`src/rtl/demux_1x2_8bits_pkg.sv`:
```
// Shared definitions for the 2x1 lane mux / 1x2 lane demux pair:
// default lane width, FIFO depth and the lane selector encoding.
package demux_1x2_8bits_pkg;

  localparam int DATA_WIDTH_DEF = 8;
  localparam int FIFO_DEPTH_DEF = 4;

  typedef enum logic {
    LANE0 = 1'b0,
    LANE1 = 1'b1
  } lane_e;

  function automatic lane_e lane_next(input lane_e cur);
    return (cur == LANE0) ? LANE1 : LANE0;
  endfunction

endpackage

```
`src/rtl/demux_1x2_8bits_pair_fifo.sv`:
```
// pair_fifo: synchronous FIFO holding recovered lane pairs.
// Ports: clk, rst_n, push_i/data_i (write), pop_i (read), full_o, empty_o, head_o.
module pair_fifo #(
  parameter int W     = 16,
  parameter int DEPTH = 4
) (
  input  logic         clk,
  input  logic         rst_n,
  input  logic         push_i,
  input  logic         pop_i,
  input  logic [W-1:0] data_i,
  output logic         full_o,
  output logic         empty_o,
  output logic [W-1:0] head_o
);

  localparam int AW = $clog2(DEPTH);

  // Extra MSB on each pointer separates full from empty.
  logic [AW:0]  wr_ptr_q;
  logic [AW:0]  rd_ptr_q;
  logic [AW:0]  wr_ptr_d;
  logic [AW:0]  rd_ptr_d;
  logic [W-1:0] mem_q [DEPTH];

  always_comb begin
    wr_ptr_d = wr_ptr_q;
    rd_ptr_d = rd_ptr_q;
    if (push_i) wr_ptr_d = wr_ptr_q + 1'b1;
    if (pop_i)  rd_ptr_d = rd_ptr_q + 1'b1;
  end

  always_ff @(posedge clk or negedge rst_n) begin
    if (!rst_n) begin
      wr_ptr_q <= '0;
      rd_ptr_q <= '0;
    end else begin
      wr_ptr_q <= wr_ptr_d;
      rd_ptr_q <= rd_ptr_d;
    end
  end

  // When full, a push with a pop overwrites the slot being popped;
  // the head is read combinationally before the edge, so this is safe.
  always_ff @(posedge clk) begin
    if (push_i) mem_q[wr_ptr_q[AW-1:0]] <= data_i;
  end

  assign empty_o = (wr_ptr_q == rd_ptr_q);
  assign full_o  = (wr_ptr_q[AW] != rd_ptr_q[AW]) &&
                   (wr_ptr_q[AW-1:0] == rd_ptr_q[AW-1:0]);
  assign head_o  = mem_q[rd_ptr_q[AW-1:0]];

endmodule

```
`src/rtl/demux_1x2_8bits.sv`:
```
// 1x2 lane demux: splits an interleaved byte stream into lane pairs, queued in a pair FIFO.
// Ports: clk, Reset_L, data_in/valid_in (stream), ready_in, data_out0/1, valid_out0/1, fifo_full, overflow.
module demux_1x2_8bits
  import demux_1x2_8bits_pkg::*;
#(
  parameter int DATA_WIDTH = DATA_WIDTH_DEF,
  parameter int FIFO_DEPTH = FIFO_DEPTH_DEF
) (
  input  logic                  clk,
  input  logic                  Reset_L,
  input  logic [DATA_WIDTH-1:0] data_in,
  input  logic                  valid_in,
  input  logic                  ready_in,
  output logic [DATA_WIDTH-1:0] data_out0,
  output logic [DATA_WIDTH-1:0] data_out1,
  output logic                  valid_out0,
  output logic                  valid_out1,
  output logic                  fifo_full,
  output logic                  overflow
);

  localparam int PW = 2 * DATA_WIDTH;

  lane_e                 sel_q;
  lane_e                 sel_d;
  logic [DATA_WIDTH-1:0] hold_q;
  logic [DATA_WIDTH-1:0] hold_d;
  logic                  overflow_q;

  logic          push_req;
  logic          push;
  logic          pop;
  logic          drop;
  logic          full;
  logic          empty;
  logic [PW-1:0] head;

  always_ff @(posedge clk or negedge Reset_L) begin
    if (!Reset_L) begin
      sel_q  <= LANE0;
      hold_q <= '0;
    end else begin
      sel_q  <= sel_d;
      hold_q <= hold_d;
    end
  end

  always_comb begin
    sel_d  = sel_q;
    hold_d = hold_q;
    if (valid_in) begin
      sel_d = lane_next(sel_q);
      if (sel_q == LANE0) hold_d = data_in;
    end
  end

  // A completed pair lands if there is room or the head leaves this cycle.
  always_comb begin
    pop      = !empty && ready_in;
    push_req = valid_in && (sel_q == LANE1);
    push     = push_req && (!full || pop);
    drop     = push_req && !push;
  end

  always_ff @(posedge clk or negedge Reset_L) begin
    if (!Reset_L)  overflow_q <= 1'b0;
    else if (drop) overflow_q <= 1'b1;
  end

  pair_fifo #(
    .W     (PW),
    .DEPTH (FIFO_DEPTH)
  ) u_fifo (
    .clk     (clk),
    .rst_n   (Reset_L),
    .push_i  (push),
    .pop_i   (pop),
    .data_i  ({hold_q, data_in}),
    .full_o  (full),
    .empty_o (empty),
    .head_o  (head)
  );

  assign valid_out0 = !empty;
  assign valid_out1 = !empty;
  assign data_out0  = empty ? '0 : head[PW-1:DATA_WIDTH];
  assign data_out1  = empty ? '0 : head[DATA_WIDTH-1:0];
  assign fifo_full  = full;
  assign overflow   = overflow_q;

endmodule
```
`config.mk`:
```
export PLATFORM = sky130hd
export DESIGN_NAME = demux_1x2_8bits
export DESIGN_NICKNAME = d
export VERILOG_FILES = /design/src/rtl/demux_1x2_8bits_pkg.sv /design/src/rtl/demux_1x2_8bits_pair_fifo.sv /design/src/rtl/demux_1x2_8bits.sv
export SDC_FILE = /design/constraint.sdc
export NUM_CORES = 1
export LEC_CHECK = 0
export BUFFER_PORTS_ARGS = -buffer_cell sky130_fd_sc_hd__buf_4
export CAP_MARGIN = 20
export CORE_MARGIN = 3
export CORE_UTILIZATION = 41
export DETAILED_ROUTE_END_ITERATION = 8
export PLACE_DENSITY = 0.59
export SLEW_MARGIN = 20
export SYNTH_ARGS = -nofsm -noshare
export SYNTH_HDL_FRONTEND = slang
export SYNTH_SLANG_ARGS = --single-unit
```
`constraint.sdc`:
```
create_clock -name clk -period 4.29 [get_ports clk]
set_clock_uncertainty 0.05 [all_clocks]
set_input_delay 1.0725 -clock clk [delete_from_list [all_inputs] [get_ports clk]]
set_output_delay 1.0725 -clock clk [all_outputs]
set_load 0.05 [all_outputs]
```
==> metrics.md <==
| Metric | Value |
|---|---|
| Final net count | 223 |
| Outcome | finished clean |
| CTS buffer count | 9 |
| Gpl congestion | 0.759 |
| PortBufs | 31 |
| Die X-Extent | 95.4 µm |
| Area Overhead vs Synth | 16.0% |
| Syn Inst Count | 167 |
| Met2 Usage GRT | 23.8% |
| DRT Wirelength | 5640 µm |
| Most common cell after layout, fill and taps aside | edfxtp_1 |
| Initial antenna violation count | 0 |
| Data arrival time of the worst path | 2370 ps |
| Overflow after GRT | 0 |
| Worst-Skew Late Latency | 340 ps |
| DRC Markers | 0 |
| Post-route antenna net violation count | 0 |
| Post-layout min period | 3500 ps |
| Final Setup Violations | 0 |
| Met3 Resource Use GR | 3.71% |
| Post-route worst setup slack | 793 ps |
| Clock transition at path regs | 70 ps |
| Setup Fix Bufs, Post-CTS | 0 |
| Endpoints failing hold | 0 |
| Largest cells by area after synthesis | edfxtp_1, dfrtp_1, mux4_2 |
| GRT Util Overall | 14.4% |
| Slew @ Worst Pin | 1040 ps |
| Pre-CTS WS | 1080 ps |
| Worst Hold Class | flip-flop to flip-flop |
| Die Y | 95.4 µm |
| Row count | 31 |
| Drt first pass iters | 4 |
| Setup TNS | 0 ps |
| Share of the synthesized area in the top cell type | 58.7% |
| CTS tree | yes |
| Vias in the first global route | 1781 |
| Max_slew headroom | 30.2% |
| Root buf cell | clkbuf_8 |
| CP Capture Type | primary output |
| Vias post-DR | 1604 |
| CP max FO | 11 |
| Hold Buf Count CTS | 0 |
| Routing usage on met1 | 18.0% |
| TritonCTS sink count | 80 |
| Die area | 9100 µm² |
| Synth warn | 0 |
| H-tree levels | 3 |
| Synth unique cells | 31 |
| Vias per cell | 5.17 |
| Initial core utilization | 43.8% |
| CTS resizes | 0 |
| Maximum clock rate | 0.286 GHz |
| Unrepaired setup endpoints after global routing | no |
| Fin crit share | 81.5% |
| DR WL/cell | 18.2 µm |
| Synth area leader | edfxtp_1 |
| Req. time, crit path | 3170 ps |
| Register area share after synthesis | 70.9% |
| Max clock buf depth | 2 |
| Max Slew Vio Count | 0 |
| Critical path startpoint category | flip-flop |
| # diodes | 0 |
| Max-cap violation count | 0 |
| Synth Register Bits | 80 |
| # IOs | 32 |
| Share of post-route cells with drive strength above 1 | 40.3% |
| Post-Syn Area | 3280 µm² |
| Syn_area_per_cell | 19.6 µm² |
| Most frequent cells in the layout | edfxtp_1, buf_4, mux4_2, nor2b_1, dfrtp_1 |
| First-pass GRT wire length | 9430 µm |
| HPWL Detailed | 3630 µm |
| Top Usage Layer GRT | met2 |
| Core area | 7490 µm² |
| 1st-iter DRT viols | 80 |
| Final Core Density | 50.8% |
| Type of the worst setup path | flip-flop to primary output |
| Post-Syn Nets | 184 |
| Largest net degree at the start of global routing | 20 |
## flip-flops by register name (all words and copies together), names as in the netlist
signal and count:
u_fifo.rd_ptr_q 3, sel_q 1, u_fifo.mem_q 64, hold_q 8, u_fifo.wr_ptr_q 3, overflow 1
## Yosys cell counts
| master | number |
|---|---|
| nor2b_1 | 16 |
| nor3_2 | 1 |
| and2b_1 | 1 |
| edfxtp_1 | 64 |
| clkbuf_1 | 2 |
| o311ai_1 | 1 |
| mux2_4 | 1 |
| nand2b_1 | 1 |
| buf_2 | 1 |
| mux2_2 | 9 |
| o31ai_2 | 1 |
| buf_4 | 1 |
| inv_1 | 5 |
| clkbuf_4 | 1 |
| buf_6 | 2 |
| nor3b_1 | 1 |
| nand2_1 | 1 |
| and2_2 | 3 |
| a31o_2 | 1 |
| xor2_2 | 1 |
| o21ai_0 | 1 |
| o311ai_0 | 1 |
| nand3_1 | 1 |
| dfrtp_1 | 16 |
| ha_1 | 5 |
| xnor2_1 | 6 |
| nor3_1 | 2 |
| nor4_1 | 1 |
| xor2_1 | 3 |
| a41oi_4 | 1 |
| mux4_2 | 16 |
## stage by stage
stage / instance area [µm²] / hold slack, ps / instances
5_1_grt: 3800 / 468 / 310
4_1_cts: 3800 / 443 / 310
3_3_place_gp: 3620 / 410 / 294
3_5_place_dp: 3620 / 420 / 294
2_1_floorplan: 3280 / 422 / 167
6_report: 3800 / 440 / 310
## metal layers
layer  wire (µm)  up-vias
li1            -      716
met1        2440      849
met2        2930       31
met3         171        8
met4          97        0
met5           0        -
## final timing paths
| kind | endpoint | depth (start not counted) | slack [ps] | from |
|---|---|---|---|---|
| max | data_out0[3] | 5 | 790 | u_fifo.rd_ptr_q[0]$_DFFE_PN0P_ |
| min | overflow$_DFFE_PN0P_ | 1 | 440 | overflow$_DFFE_PN0P_ |
| max reg2reg | u_fifo.mem_q[1][13]$_DFFE_PP_ | 3 | 2080 | u_fifo.rd_ptr_q[0]$_DFFE_PN0P_ |
| min reg2reg | overflow$_DFFE_PN0P_ | 1 | 440 | overflow$_DFFE_PN0P_ |
| max in group asynchronous | hold_q[3]$_DFFE_PN0P_ | 1 | 3440 | Reset_L |
| min in group asynchronous | u_fifo.rd_ptr_q[1]$_DFFE_PN0P_ | 1 | 540 | Reset_L |
## final cells by class
type,instances,area [µm²]
sequential,80,2320
tap,99,124
clock inverter,3,15.0
inverter,5,18.8
fill,614,3680
clock buffer,13,169
timing repair buffer,35,263
multi-input combinational,75,890
## cells by family after synthesis
family,after synthesis,synth area share (%)
xor gates and xnor gates,10,2.90
and+or+nand+nor,28,5.46
DFF,80,70.9
AOI/OAI and AO/OA,6,2.18
buffers and inverters,12,2.10
adders and majority gates,5,1.91
muxes,26,14.6
## critical path, cell delays in order, from the launching register on
cell and delay, ps:
dfrtp_1 720, xor2_1 280, nor3_2 490, buf_4 290, nor2b_1 70, buf_4 190
Power is not shown: default switching activity piles up to over one toggle a cycle in this logic, so the estimate is an artifact.
